<file path="src/rtl/neptuno_i2s_tx.sv">
// Parametrised I2S/TDM serialiser with a one-entry holding buffer, valid/ready handshake,
// underrun and frame-start strobes. Define I2S_LEFT_JUSTIFIED_EN for left-justified output.
module neptuno_i2s_tx #(
  parameter int SAMPLE_BITS = 16,
  parameter int SLOT_BITS   = 32,
  parameter int CHANNELS    = 2,
  parameter int BCK_DIV     = 4
) (
  input  logic                            clk,
  input  logic                            reset_n,
  input  logic [CHANNELS*SAMPLE_BITS-1:0] sample_data,
  input  logic                            sample_valid,
  output logic                            sample_ready,
  output logic                            underrun,
  output logic                            frame_start,
  output logic                            I2S_BCK,
  output logic                            I2S_LRCK,
  output logic                            I2S_DATA
);

  localparam int FRAME  = CHANNELS * SLOT_BITS;
  localparam int FW     = CHANNELS * SAMPLE_BITS;
  localparam int DIV_W  = (BCK_DIV > 1) ? $clog2(BCK_DIV) : 1;
  localparam int BIT_W  = $clog2(FRAME);
  localparam int POS_W  = (SLOT_BITS > 1) ? $clog2(SLOT_BITS) : 1;
  localparam int SLOT_W = $clog2(CHANNELS);
  localparam int IDX_W  = $clog2(FW);

  localparam logic [DIV_W-1:0]  DIV_LAST  = DIV_W'(BCK_DIV - 1);
  localparam logic [BIT_W-1:0]  BIT_LAST  = BIT_W'(FRAME - 1);
  localparam logic [POS_W-1:0]  POS_LAST  = POS_W'(SLOT_BITS - 1);
  localparam logic [SLOT_W-1:0] SLOT_LAST = SLOT_W'(CHANNELS - 1);

  logic [DIV_W-1:0]  div_cnt_r;
  logic [BIT_W-1:0]  bit_cnt_r;
  logic [POS_W-1:0]  pos_r;
  logic [SLOT_W-1:0] slot_r;
  logic              bck_r;
  logic              lrck_r;
  logic              data_r;
`ifndef I2S_LEFT_JUSTIFIED_EN
  logic              delay_r;
`endif
  logic [FW-1:0]     frame_r;
  logic [FW-1:0]     hold_r;
  logic              full_r;
  logic              ready_r;
  logic              underrun_r;
  logic              frame_start_r;

  logic              tick_s;
  logic              fall_s;
  logic              wrap_s;
  logic              load_s;
  logic              accept_s;
  logic [BIT_W-1:0]  bit_nxt_s;
  logic [POS_W-1:0]  pos_nxt_s;
  logic [SLOT_W-1:0] slot_nxt_s;
  logic [FW-1:0]     load_frame_s;
  logic [FW-1:0]     src_frame_s;
  logic [IDX_W-1:0]  idx_s;
  logic              stream_s;
  logic              lrck_nxt_s;

  assign tick_s       = (div_cnt_r == DIV_LAST);
  assign fall_s       = tick_s && bck_r;
  assign wrap_s       = (bit_cnt_r == BIT_LAST);
  assign load_s       = fall_s && wrap_s;
  assign accept_s     = sample_valid && ready_r;
  assign load_frame_s = full_r ? hold_r : {FW{1'b0}};
  // Bit 0 of a new frame must come from the word being loaded in the same clk.
  assign src_frame_s  = wrap_s ? load_frame_s : frame_r;
  assign lrck_nxt_s   = (int'(slot_nxt_s) >= (CHANNELS / 2));

  // Next bit position within the frame, slot and channel.
  always_comb begin
    bit_nxt_s  = bit_cnt_r;
    pos_nxt_s  = pos_r;
    slot_nxt_s = slot_r;
    if (wrap_s) begin
      bit_nxt_s  = {BIT_W{1'b0}};
      pos_nxt_s  = {POS_W{1'b0}};
      slot_nxt_s = {SLOT_W{1'b0}};
    end else if (pos_r == POS_LAST) begin
      bit_nxt_s  = bit_cnt_r + BIT_W'(1);
      pos_nxt_s  = {POS_W{1'b0}};
      slot_nxt_s = slot_r + SLOT_W'(1);
    end else begin
      bit_nxt_s  = bit_cnt_r + BIT_W'(1);
      pos_nxt_s  = pos_r + POS_W'(1);
      slot_nxt_s = slot_r;
    end
  end

  // Serial stream bit for the next position: sample MSB first, zero padding after it.
  always_comb begin
    idx_s    = IDX_W'(int'(slot_nxt_s) * SAMPLE_BITS + SAMPLE_BITS - 1 - int'(pos_nxt_s));
    stream_s = 1'b0;
    if (int'(pos_nxt_s) < SAMPLE_BITS) begin
      stream_s = src_frame_s[idx_s];
    end else begin
      stream_s = 1'b0;
    end
  end

  // Bit-clock divider, bit counters and serial pin registers.
  always_ff @(posedge clk or negedge reset_n) begin
    if (!reset_n) begin
      div_cnt_r <= {DIV_W{1'b0}};
      bck_r     <= 1'b0;
      bit_cnt_r <= BIT_LAST;
      pos_r     <= POS_LAST;
      slot_r    <= SLOT_LAST;
      lrck_r    <= 1'b0;
      data_r    <= 1'b0;
`ifndef I2S_LEFT_JUSTIFIED_EN
      delay_r   <= 1'b0;
`endif
    end else begin
      if (tick_s) begin
        div_cnt_r <= {DIV_W{1'b0}};
        bck_r     <= ~bck_r;
      end else begin
        div_cnt_r <= div_cnt_r + DIV_W'(1);
      end
      if (fall_s) begin
        bit_cnt_r <= bit_nxt_s;
        pos_r     <= pos_nxt_s;
        slot_r    <= slot_nxt_s;
        lrck_r    <= lrck_nxt_s;
`ifdef I2S_LEFT_JUSTIFIED_EN
        data_r    <= stream_s;
`else
        data_r    <= delay_r;
        delay_r   <= stream_s;
`endif
      end
    end
  end

  // Holding buffer, handshake, frame register and status strobes.
  always_ff @(posedge clk or negedge reset_n) begin
    if (!reset_n) begin
      frame_r       <= {FW{1'b0}};
      hold_r        <= {FW{1'b0}};
      full_r        <= 1'b0;
      ready_r       <= 1'b0;
      underrun_r    <= 1'b0;
      frame_start_r <= 1'b0;
    end else begin
      ready_r       <= !full_r && !accept_s;
      underrun_r    <= load_s && !full_r;
      frame_start_r <= load_s;
      if (load_s) begin
        frame_r <= load_frame_s;
      end
      if (accept_s) begin
        hold_r <= sample_data;
      end
      // A load with an empty buffer may coincide with an accept; the sample then waits a frame.
      if (load_s && full_r) begin
        full_r <= 1'b0;
      end else if (accept_s) begin
        full_r <= 1'b1;
      end
    end
  end

  assign sample_ready = ready_r;
  assign underrun     = underrun_r;
  assign frame_start  = frame_start_r;
  assign I2S_BCK      = bck_r;
  assign I2S_LRCK     = lrck_r;
  assign I2S_DATA     = data_r;

endmodule

</file>
<file path="config.mk">
export PLATFORM = sky130hd
export DESIGN_NAME = neptuno_i2s_tx
export DESIGN_NICKNAME = d
export VERILOG_FILES = /design/src/rtl/neptuno_i2s_tx.sv
export SDC_FILE = /design/constraint.sdc
export NUM_CORES = 1
export LEC_CHECK = 0
export ABC_CLOCK_PERIOD_IN_PS = 7100
export BUFFER_PORTS_ARGS = -buffer_cell sky130_fd_sc_hd__buf_2
export CAP_MARGIN = 15
export CORE_MARGIN = 2
export CORE_UTILIZATION = 60
export CTS_BUF_LIST = sky130_fd_sc_hd__clkbuf_16
export DETAILED_ROUTE_END_ITERATION = 16
export PLACE_DENSITY_LB_ADDON = 0.12
export SLEW_MARGIN = 30
export SYNTH_ARGS = -nofsm -noshare
export SYNTH_HDL_FRONTEND = slang
export SYNTH_SLANG_ARGS = --single-unit
</file>
<file path="constraint.sdc">
create_clock -name clk -period 7.1 [get_ports clk]
set_input_delay 1.775 -clock clk [delete_from_list [all_inputs] [get_ports clk]]
set_output_delay 1.775 -clock clk [all_outputs]
set_load 0.01 [all_outputs]
</file>
==> results of run 1 <==
[sequential cells by signal, summed over array words and instances (netlist names)]
register	flops
pos_r	5
delay_r	1
bit_cnt_r	6
div_cnt_r	2
underrun	1
slot_r	1
frame_start	1
hold_r	32
I2S_LRCK	1
I2S_BCK	1
full_r	1
I2S_DATA	1
frame_r	32
sample_ready	1
[power groups by stage]
stage,Sequential [µW],Combinational [µW],Clock (µW)
floorplan,512,8.10,0
detailed placement,513,27.5,0
global route,506,30.8,439
CTS,505,27.5,420
global placement,513,26.4,0
finish,505,26.5,410
[layout by cell type (no fill, tap or decap), types with 2 or more instances in the layout]
cell / instances
sky130_fd_sc_hd__o21ai_0: 6
sky130_fd_sc_hd__ha_1: 4
sky130_fd_sc_hd__nand2_1: 86
sky130_fd_sc_hd__mux2i_1: 7
sky130_fd_sc_hd__nor2_1: 8
sky130_fd_sc_hd__buf_2: 39
sky130_fd_sc_hd__nand2_2: 2
sky130_fd_sc_hd__xor2_1: 5
sky130_fd_sc_hd__nor3_1: 2
sky130_fd_sc_hd__a31oi_1: 2
sky130_fd_sc_hd__clkinv_2: 2
sky130_fd_sc_hd__inv_1: 3
sky130_fd_sc_hd__clkbuf_16: 9
sky130_fd_sc_hd__mux4_2: 5
sky130_fd_sc_hd__mux2_2: 33
sky130_fd_sc_hd__dfrtp_1: 73
sky130_fd_sc_hd__clkinv_1: 2
sky130_fd_sc_hd__xnor2_1: 4
sky130_fd_sc_hd__buf_4: 2
sky130_fd_sc_hd__and3_1: 3
sky130_fd_sc_hd__a21oi_1: 6
sky130_fd_sc_hd__a22oi_1: 2
sky130_fd_sc_hd__o31ai_1: 2
sky130_fd_sc_hd__dfstp_2: 12
sky130_fd_sc_hd__nand3_1: 37
sky130_fd_sc_hd__nand4_1: 2
[worst reg2reg max path: stages (launching register included)]
cell and delay (ns):
sky130_fd_sc_hd__dfstp_2 0.67, sky130_fd_sc_hd__ha_1 0.31, sky130_fd_sc_hd__and3_2 0.21, sky130_fd_sc_hd__ha_1 0.41, sky130_fd_sc_hd__inv_1 0.19, sky130_fd_sc_hd__nand2_2 0.16, sky130_fd_sc_hd__mux4_2 0.50, sky130_fd_sc_hd__nand3b_1 0.09
sky130_fd_sc_hd__o311ai_1 0.09, sky130_fd_sc_hd__a21oi_1 0.15
[final cells by class]
| class | count | area (µm²) |
|---|---|---|
| clock buffer | 9 | 225 |
| sequential | 86 | 2170 |
| tap | 75 | 93.8 |
| clock inverter | 7 | 33.8 |
| inverter | 2 | 7.51 |
| timing repair buffer | 42 | 221 |
| multi-input combinational | 232 | 1530 |
| fill | 449 | 1750 |
[worst paths after layout]
kind	start	end	cells past startpoint
min in group asynchronous	reset_n	hold_r[26]	1
min	div_cnt_r[0]	div_cnt_r[0]	1
min reg2reg	div_cnt_r[0]	div_cnt_r[0]	1
max in group asynchronous	reset_n	full_r	1
max reg2reg	pos_r[0]	delay_r	9
max	pos_r[0]	delay_r	9
[logic make-up (layout without fill, tap and decap cells)]
| family | Yosys count | in the layout | share of synthesized area [%] |
|---|---|---|---|
| simple gates | 147 | 147 | 17.3 |
| flops | 86 | 86 | 57.1 |
| mux | 45 | 45 | 14.6 |
| compound gates | 26 | 26 | 4.42 |
| buf+inv | 21 | 60 | 2.77 |
| xor+xnor | 10 | 10 | 2.50 |
| fa+ha+maj | 4 | 4 | 1.32 |
[routing by layer]
layer / vias to the layer above / GRT usage (%)
li1: 1238 / -
met1: 1303 / 29.7
met2: 60 / 34.1
met3: 16 / 3.86
met4: 0 / 9.97
met5: - / 0
[through the flow]
stage	cells	total power [µW]
floorplan	339	520
CTS	453	952
global placement	437	539
detailed placement	437	541
finish	453	942
global route	453	975
==> reports/metrics.sh, run 1 <==
STATUS='completed'
TIMING_MAX_TRANSITION_VIOLATIONS_FINAL=0
SWITCHINGPOWER_uW=197
YOSYS_MOST_USED_DFF='sky130_fd_sc_hd__dfrtp_1'
SYNTH_TOP_CELLS_BY_COUNT='sky130_fd_sc_hd__nand2_1, sky130_fd_sc_hd__dfrtp_1, sky130_fd_sc_hd__nand3_1'
MAX_STAGE_DELAY_NS=0.67
DETAILEDPLACEMENTHPWL_MM=4.35
SYNTHDOMINANTCELLAREASHARE_PCT=48.8
POWER.CLOCK.FRACTION_PCT=43.6
YOSYS-TOP-CELLS-AREA='sky130_fd_sc_hd__dfrtp_1, sky130_fd_sc_hd__mux2_2, sky130_fd_sc_hd__nand2_1'
SETUP-VIOLATIONS-FINAL=0
MAXIMUM_LEVEL_OF_THE_CTS_H_TREE=3
POST-ROUTE-DRC-COUNT=0
START_KIND='register'
MET2WIRELENGTH_MM=3.29
FINALINSTANCEAREA_UM2=4280
CTS_MAX_PATH_BUFFERS=2
FIRST_ITER_VIOLATIONS=161
INSTANCE_COUNT_OF_THE_MAPPED_NETLIST=339
GLOBAL_ROUTE.USAGE.TOTAL_PCT=21.7
YS_SEQ_ELEMENTS=86
CRIT_TYPE='reg -> reg'
CTS_INSERTED_BUFFERS=9
DESIGN.PORTCOUNT=41
DRIVE_ABOVE_1_SHARE_PCT=29.6
NUM-NETS-FINAL=412
CTS_TREE='built'
VIA_COUNT_OF_THE_FIRST_GLOBAL_ROUTING_PASS=2608
CORE.ROWCOUNT=28
SYNTH.CELL_AREA_UM2=3800
FP.DIEW_UM=83.6
ARRIVAL_NS=3.12
WIRELENGTH_MM=6.89
MET3ROUTEDLENGTH_UM=269
MAX_CLOCK_FREQ_MHz=349
FIN_CRIT_SH_PCT=40.4
CLKTRANSATPATHREGS_NS=0.06
GRT_SETUP_UNREPAIRED='false'
PORTBUFFERS=40
SHARE_OF_ASYNC_SETTABLE_OR_ASYNC_RESETTABLE_FLOPS_AFTER_SYNTHESIS_PCT=100
NET_SW_SHARE_PCT=21.0
NUMBER_OF_ENDPOINTS_WITH_NEGATIVE_HOLD_SLACK_IN_THE_FINAL_REPORT=0
LAYOUT_MIN_CYCLE_TIME_NS=2.87
TOP_SIGNAL_LAYER_USED='met4'
YS.WARNINGS.COUNT=0
NETLIST.TOP_CELL.BY_AREA='sky130_fd_sc_hd__dfrtp_1'
CLK_ROOT_BUFFER_CELL='sky130_fd_sc_hd__clkbuf_16'
TOTAL_DIE_AREA_UM2=6980
ANTENNA_CELLS_INSERTED=0
CELL_LEAKAGE_POWER_uW=0.00221
TIMING.CLOCK.SKEW_NS=0.00420
WL_MET1_MM=3.19
GLOBALPLACE.CONGESTION=0.883
PATH_CELLS='ha_1 -> and3_2 -> ha_1 -> inv_1 -> nand2_2 -> mux4_2 -> nand3b_1 -> o311ai_1 -> a21oi_1'
ANTENNA_FOUND_INITIAL=0
DIE_HEIGHT_UM=83.6
SYN_AREA_PER_CELL_UM2=11.2
CRIT_PATH_MAX_FANOUT=10
GRT_MAX_DEGREE=87
TIMING.HOLD.WORST.CLASS='reg -> reg'
NUM_VIAS=2617
TIMING.REG2REG.SETUP_SLACK_NS=4.23
DETAILED_PLACE.AREA_UM2=4020
WORST-SLEW-PIN-TRANSITION_NS=0.768
WORST_PATH_MAX_DELAY_CELL='sky130_fd_sc_hd__dfstp_2'
FINAL_CORE_UTILIZATION_PCT=71.0
TIMING.SLEW.HEADROOM_PCT=48.8
P_INT_uW=744
TOTAL_POWER_DENSITY_PER_CELL_AREA_nW_PER_UM2=220
PATH_BUF_INV=1
CORE_UM2=6030
START_UTIL_PCT=63.0
SYN_TO_FINAL_GROWTH_PCT=12.6
WORSTSKEWPAIRLATENCY_NS=0.33
POST_CTS_HOLD_BUFFER_COUNT=0
AVGVIACOUNTPERCELL=5.78
COMBPWRFRAC_PCT=2.8
GRT_PASS1_WL_MM=12.2
WL_PER_CELL_UM=15.2
SYNTH-SEQ-AREA-SHARE_PCT=57.1
CPLARGESTDELAYFAMILY='adder cells'
DP_SLACK_NS=4.26
YOSYS.CELL_TYPES.COUNT=43
WORSTPATHREQUIRED_NS=7.36
MAXCAPVIOLATIONS=0
HOLD_SLACK_NS=0.433
CRITICAL_PATH.MOST_COMMON_CELL='sky130_fd_sc_hd__ha_1'
SEQPWRFRAC_PCT=53.6
DETAILED_ROUTING_ITERATION_COUNT_FOR_THE_PRE_ANTENNA_REPAIR_PASS=4
SYNTH_ENABLE_FLOP_CELLS=0
SYNTH.MOST_COMMON_CELL='sky130_fd_sc_hd__nand2_1'
POST-CTS-SETUP-BUFFERS=0
POWER.IR.VDD_WORST_uV=184
OVERFLOW=0
WORST_SETUP_PATH_END_KIND='register'
ROUTE.ANTENNA.REMAINING_NETS=0
FIN_TNS_SETUP_NS=0
SYN-NUM-NETS=378
CTS_SINKS=86
POSTCTSRESIZEDCELLS=0
POSTLAYOUTSETUPSLACKWORST_NS=4.23
No activity file was read; power rests on OpenSTA's default activity.
==> run 2: changes to the inputs <==
Settings changed: ABC_CLOCK_PERIOD_IN_PS 7100 to 2300, CORE_UTILIZATION 60 to 52.
Clock period 7.1 ns to 2.3 ns, I/O delays scaled along.
==> run 2 against run 1 <==
Sequential power grew to 3.1 times the previous value. Sequential cell count is the same. Utilization shrank 8.1 points. Largest cell class unchanged. Critical path type unchanged. Cell count grew 8.8%.
==> reports/metrics.sh, run 2 (same netlist as run 1, synthesis figures left out) <==
CRIT_TYPE='reg -> reg'
CELL_LEAKAGE_POWER_uW=0.00231  # +4.3%
SETUP-VIOLATIONS-FINAL=0  # unchanged
POWER.IR.VDD_WORST_uV=377  # +110%
TIMING.SLEW.HEADROOM_PCT=61.3  # +13 points
ANTENNA_FOUND_INITIAL=0  # unchanged
ROUTE.ANTENNA.REMAINING_NETS=0  # unchanged
CLKTRANSATPATHREGS_NS=0.06  # about the same
CTS_SINKS=86  # unchanged
POSTLAYOUTSETUPSLACKWORST_NS=0.0311  # -4.20 ns
CTS_INSERTED_BUFFERS=9  # unchanged
MAXIMUM_LEVEL_OF_THE_CTS_H_TREE=3  # unchanged
NUMBER_OF_ENDPOINTS_WITH_NEGATIVE_HOLD_SLACK_IN_THE_FINAL_REPORT=0  # unchanged
DIE_HEIGHT_UM=89.5  # +7.1%
OVERFLOW=0  # unchanged
GRT_MAX_DEGREE=41  # -53%
STATUS='completed'
DESIGN_POWER_TOTAL_uW=3030  # +220%
POST-ROUTE-DRC-COUNT=0  # unchanged
DESIGN.PORTCOUNT=41  # unchanged
CORE.ROWCOUNT=31  # +11%
TOTAL_DIE_AREA_UM2=8000  # +15%
WORSTPATHREQUIRED_NS=2.56  # -4.80 ns
START_KIND='register'
VIA_COUNT_OF_THE_FIRST_GLOBAL_ROUTING_PASS=2719  # +4.3%
TOTAL_POWER_DENSITY_PER_CELL_AREA_nW_PER_UM2=672  # +210%
FIRST_ITER_VIOLATIONS=171  # +6.2%
DP_SLACK_NS=-0.0693  # -4.33 ns
LAYOUT_MIN_CYCLE_TIME_NS=2.27  # -0.597 ns
GRT_SETUP_UNREPAIRED='true'
DETAILED_PLACE.AREA_UM2=4180  # +4.0%
TIMING.CLOCK.SKEW_NS=0.00586  # +0.00166 ns
PORTBUFFERS=40  # unchanged
FIN_CRIT_SH_PCT=98.6  # +58 points
GLOBALPLACE.CONGESTION=0.808  # -8.5%
ARRIVAL_NS=2.53  # -0.59 ns
MAX_CLOCK_FREQ_MHz=441  # +26%
WL_PER_CELL_UM=15.0  # -1.6%
HOLD_SLACK_NS=0.174  # -0.259 ns
START_UTIL_PCT=52.9  # -10 points
TIMING_MAX_TRANSITION_VIOLATIONS_FINAL=0  # unchanged
PLACED_CELLS=476  # +8.9%
GLOBAL_ROUTE.USAGE.TOTAL_PCT=20.4  # -1.3 points
TIMING.HOLD.WORST.CLASS='in -> async'
CRIT_PATH_MAX_FANOUT=5  # -5
CTS_TREE='built'
SYN_TO_FINAL_GROWTH_PCT=18.8
AVGVIACOUNTPERCELL=5.35  # -7.4%
WORST_SETUP_PATH_END_KIND='register'
LARGEST_REGISTERS='frame_r (32), hold_r (32), bit_cnt_r (6)'
ANTENNA_CELLS_INSERTED=0  # unchanged
NUM_VIAS=2637  # +0.76%
WORSTSKEWPAIRLATENCY_NS=0.33  # about the same
LAYOUT_COMMON_CELLS='sky130_fd_sc_hd__nand2_1, sky130_fd_sc_hd__dfrtp_1, sky130_fd_sc_hd__buf_2'
CORE_UM2=7180  # +19%
NUM-NETS-FINAL=429  # +4.1%
CLK_ROOT_BUFFER_CELL='sky130_fd_sc_hd__clkbuf_16'
DETAILEDPLACEMENTHPWL_MM=5.00  # +15%
FINALINSTANCEAREA_UM2=4510  # +5.5%
FINAL-INSTANCE-COUNT-EXCL-FILL=493  # +8.8%
DETAILED_ROUTING_ITERATION_COUNT_FOR_THE_PRE_ANTENNA_REPAIR_PASS=5  # +1
DRIVE_ABOVE_1_SHARE_PCT=33.2  # +3.6 points
WORST-SLEW-PIN-TRANSITION_NS=0.580  # -0.189 ns
FINAL_COMMON_CELL='sky130_fd_sc_hd__nand2_1'
FP.DIEW_UM=89.5  # +7.1%
GRT_PASS1_WL_MM=12.4  # +1.9%
WIRELENGTH_MM=7.38  # +7.1%
CTS_MAX_PATH_BUFFERS=2  # unchanged
MAXCAPVIOLATIONS=0  # unchanged
run 2: routing by layer:
metal,global-route usage [%],wire length (µm),vias up
met5,0,0,-
met4,7.46,98,0
met3,4.34,252,9
met2,33.7,3690,55
met1,26.6,3340,1301
li1,-,-,1272
run 2: worst max-delay path, stage by stage, from the launching register on:
cell and delay [ns]:
sky130_fd_sc_hd__dfstp_2 0.56, sky130_fd_sc_hd__ha_4 0.14, sky130_fd_sc_hd__and3_4 0.18, sky130_fd_sc_hd__ha_4 0.17, sky130_fd_sc_hd__nor2_8 0.06, sky130_fd_sc_hd__buf_12 0.12
sky130_fd_sc_hd__mux2i_1 0.11, sky130_fd_sc_hd__mux4_2 0.48, sky130_fd_sc_hd__nand3b_1 0.12, sky130_fd_sc_hd__o311ai_2 0.10, sky130_fd_sc_hd__a21oi_1 0.16
run 2: layout make-up:
cell class	instances	area (µm²)
clock inverter	6	55.1
tap	99	124
sequential	86	2170
clock buffer	9	225
inverter	2	7.51
timing repair buffer	59	370
fill	617	2670
multi-input combinational	232	1560
run 2: metrics by stage:
stage               setup TNS [ns]  util [%]
finish                           0      62.9
global route               -0.0409      62.9
CTS                              0      62.3
detailed placement         -0.0693      58.2
global placement         -0.000552      58.2
floorplan                        0         -
run 2: final timing paths:
check                              from            to  slack, ns  cells after the start
min reg2reg                div_cnt_r[0]  div_cnt_r[0]       0.42                      1
max in group asynchronous       reset_n        slot_r       1.52                      2
min in group clk           div_cnt_r[0]  div_cnt_r[0]       0.42                      1
min                             reset_n       I2S_BCK       0.17                      1
max reg2reg                    pos_r[1]       delay_r       0.03                     10
max                            pos_r[1]       delay_r       0.03                     10
run 2: where the power goes:
part	total [µW]	switching, µW	leakage (µW)	internal, µW
Clock	1390	562	0.000146	825
Sequential	1560	15.5	0.00111	1540
Combinational	87.7	42.3	0.00105	45.4
run 2: timing repair:
action / 4_1_cts / 5_1_grt
resized for setup: 2 / 4
endpoints found under the setup margin: 1 / 1
hold buffers: 0 / 0
gates cloned: 0 / 0
buffers inserted: 0 / 2
pin swaps: 0 / 4
==> run 3: changes to the inputs <==
Settings changed: REMOVE_ABC_BUFFERS set to 1.
==> run 3 against run 2 <==
Setup slack improved by 0.065 ns. Largest power group unchanged. Worst hold slack improved by 0.031 ns. Global-route usage barely moved. Highest routed layer unchanged.
==> reports/metrics.sh, run 3 (same netlist as run 1, synthesis figures left out) <==
MET3ROUTEDLENGTH_UM=250  # -0.79%
WORST-SLEW-PIN-TRANSITION_NS=0.603  # +0.0230 ns
GLOBAL_ROUTE.USAGE.TOTAL_PCT=20.4  # +0.036 points
DRIVE_ABOVE_1_SHARE_PCT=33.8  # +0.59 points
DIE_HEIGHT_UM=89.5  # unchanged
TIMING.CLOCK.SKEW_NS=0.00824  # +0.00238 ns
WL_MET1_MM=3.34  # about the same
CLKTRANSATPATHREGS_NS=0.06  # about the same
TIMING.SLEW.HEADROOM_PCT=59.7  # -1.5 points
CLK_ROOT_BUFFER_CELL='sky130_fd_sc_hd__clkbuf_16'
COMBPWRFRAC_PCT=2.9  # about the same
TIMING.HOLD.WORST.CLASS='in -> async'
CTS_TREE='built'
DETAILED_ROUTING_ITERATION_COUNT_FOR_THE_PRE_ANTENNA_REPAIR_PASS=5  # unchanged
DETAILEDPLACEMENTHPWL_MM=4.82  # -3.7%
NUM_VIAS=2625  # -0.46%
ANTENNA_CELLS_INSERTED=0  # unchanged
PATH_CELLS='ha_2 -> and3_4 -> ha_4 -> nor2_8 -> mux4_2 -> nand2_2 -> o2111ai_2 -> a32oi_1 -> a21oi_1'
MAX_CLOCK_FREQ_MHz=454  # +2.9%
FINAL_COMMON_CELL='sky130_fd_sc_hd__nand2_1'
POWER.IR.VDD_WORST_uV=442  # +17%
GRT_PASS1_WL_MM=12.2  # -1.4%
WORST_R2R_PATH_DEPTH=9  # -1
WORSTPATHREQUIRED_NS=2.51  # -0.05 ns
POSTLAYOUTSETUPSLACKWORST_NS=0.0956  # +0.0645 ns
CTS_SINKS=86  # unchanged
FINAL-INSTANCE-COUNT-EXCL-FILL=492  # -0.20%
PLACED_CELLS=475  # -0.21%
WL_PER_CELL_UM=14.5  # -2.8%
WORSTSKEWPAIRLATENCY_NS=0.34  # about the same
MAXCAPVIOLATIONS=0  # unchanged
NET_SW_SHARE_PCT=20.5  # +0.053 points
POST-ROUTE-DRC-COUNT=0  # unchanged
SEQPWRFRAC_PCT=51.2  # -0.2 points
START_UTIL_PCT=52.9  # unchanged
FP.DIEW_UM=89.5  # unchanged
CELL_LEAKAGE_POWER_uW=0.00229  # -0.89%
TOTAL_DIE_AREA_UM2=8000  # unchanged
VIA_COUNT_OF_THE_FIRST_GLOBAL_ROUTING_PASS=2512  # -7.6%
OVERFLOW=0  # unchanged
SWITCHINGPOWER_uW=623  # +0.61%
CRIT_TYPE='reg -> reg'
MAXIMUM_LEVEL_OF_THE_CTS_H_TREE=3  # unchanged
LAYOUT_MIN_CYCLE_TIME_NS=2.20  # -0.0645 ns
NUMBER_OF_ENDPOINTS_WITH_NEGATIVE_HOLD_SLACK_IN_THE_FINAL_REPORT=0  # unchanged
WORST_R2R_ENDPOINT='delay_r'
FIRST_ITER_VIOLATIONS=162  # -5.3%
MAX_STAGE_DELAY_NS=0.54  # -0.02 ns
TOP_SIGNAL_LAYER_USED='met4'
STATUS='completed'
WIRELENGTH_MM=7.16  # -3.0%
DESIGN_POWER_TOTAL_uW=3040  # +0.35%
WORST_SETUP_PATH_END_KIND='register'
WORST_PATH_MAX_DELAY_CELL='sky130_fd_sc_hd__mux4_2'
POWER.CLOCK.FRACTION_PCT=46.0  # +0.3 points
R2R_START='pos_r[1]'
DESIGN.PORTCOUNT=41  # unchanged
FIN_TNS_SETUP_NS=0  # unchanged
CTS_MAX_PATH_BUFFERS=2  # unchanged
MET2WIRELENGTH_MM=3.46  # -6.1%
ARRIVAL_NS=2.41  # -0.12 ns
DP_SLACK_NS=-0.0481  # +0.0212 ns
TIMING_MAX_TRANSITION_VIOLATIONS_FINAL=0  # unchanged
P_INT_uW=2420  # +0.28%
CTS_INSERTED_BUFFERS=9  # unchanged
ANTENNA_FOUND_INITIAL=0  # unchanged
TIMING.REG2REG.SETUP_SLACK_NS=0.1  # +0.06 ns
CORE_UM2=7180  # unchanged
SYN_TO_FINAL_GROWTH_PCT=18.3
SETUP-VIOLATIONS-FINAL=0  # unchanged
AVGVIACOUNTPERCELL=5.34  # -0.25%
GLOBALPLACE.CONGESTION=0.819  # +1.3%
GRT_MAX_DEGREE=39  # -4.9%
FIN_CRIT_SH_PCT=95.8  # -2.8 points
POST_CTS_HOLD_BUFFER_COUNT=0  # unchanged
CORE.ROWCOUNT=31  # unchanged
TOTAL_POWER_DENSITY_PER_CELL_AREA_nW_PER_UM2=677  # +0.74%
NUM-FILL-CELLS=588  # -4.7%
CRIT_PATH_MAX_FANOUT=8  # +3
LARGEST_REGISTERS='frame_r (32), hold_r (32), bit_cnt_r (6)'
LAYOUT_COMMON_CELLS='sky130_fd_sc_hd__nand2_1, sky130_fd_sc_hd__dfrtp_1, sky130_fd_sc_hd__buf_2'
NUM-NETS-FINAL=427  # -0.47%
ROUTE.ANTENNA.REMAINING_NETS=0  # unchanged
CRIT_PATH_START='pos_r[1]'
START_KIND='register'
PORTBUFFERS=40  # unchanged
[run 3: final cells by class]
cell class	instances	area [µm²]	share of cell area, %
inverter	2	7.51	0.167
clock inverter	7	66.3	1.48
multi-input combinational	232	1560	34.7
sequential	86	2170	48.2
clock buffer	9	225	5.01
tap	99	124	2.76
timing repair buffer	57	343	7.63
[run 3: through the flow]
step | util [%] | cell area (µm²) | hold slack, ns
global route | 62.6 | 4490 | 0.229
CTS | 62.1 | 4450 | 0.215
finish | 62.6 | 4490 | 0.204
floorplan | - | 3700 | 0.279
global placement | 58.0 | 4160 | 0.415
detailed placement | 58.0 | 4160 | 0.424
[run 3: critical path, delay by kind of cell, from the launching register on]
family / cells / cell delay (ns)
adders and majority gates: 2 / 0.35
AOI/OAI and AO/OA: 3 / 0.36
DFF: 1 / 0.38
and+or+nand+nor: 3 / 0.43
muxes: 1 / 0.54
[run 3: power groups by stage]
stage,logic [µW],clock network [µW],registers [µW]
after floorplan,25.0,0,1580
after global placement,87.7,0,1580
after detailed placement,89.9,0,1580
after CTS,90.3,1430,1560
after global routing,100,1500,1560
final,86.9,1400,1560
[run 3: worst max path at each step]
stage / to / slack, ns / cells after the start
3_3_place_gp: delay_r / -0.004 / 9
3_5_place_dp: delay_r / -0.05 / 9
2_1_floorplan: delay_r / -0.30 / 9
6_report: delay_r / 0.1 / 9
5_1_grt: delay_r / -0.007 / 9
4_1_cts: delay_r / 0.03 / 9
[run 3: layer usage]
layer,vias to the layer above,global-route usage (%)
met5,-,0
met4,0,7.87
li1,1273,-
met1,1291,29.1
met2,51,30.6
met3,10,4.80
[run 3: what timing repair did]
item	in CTS	in global routing
gates resized for setup	1	6
endpoints found under the setup margin	1	1
setup buffers	0	1
pin swaps	1	4
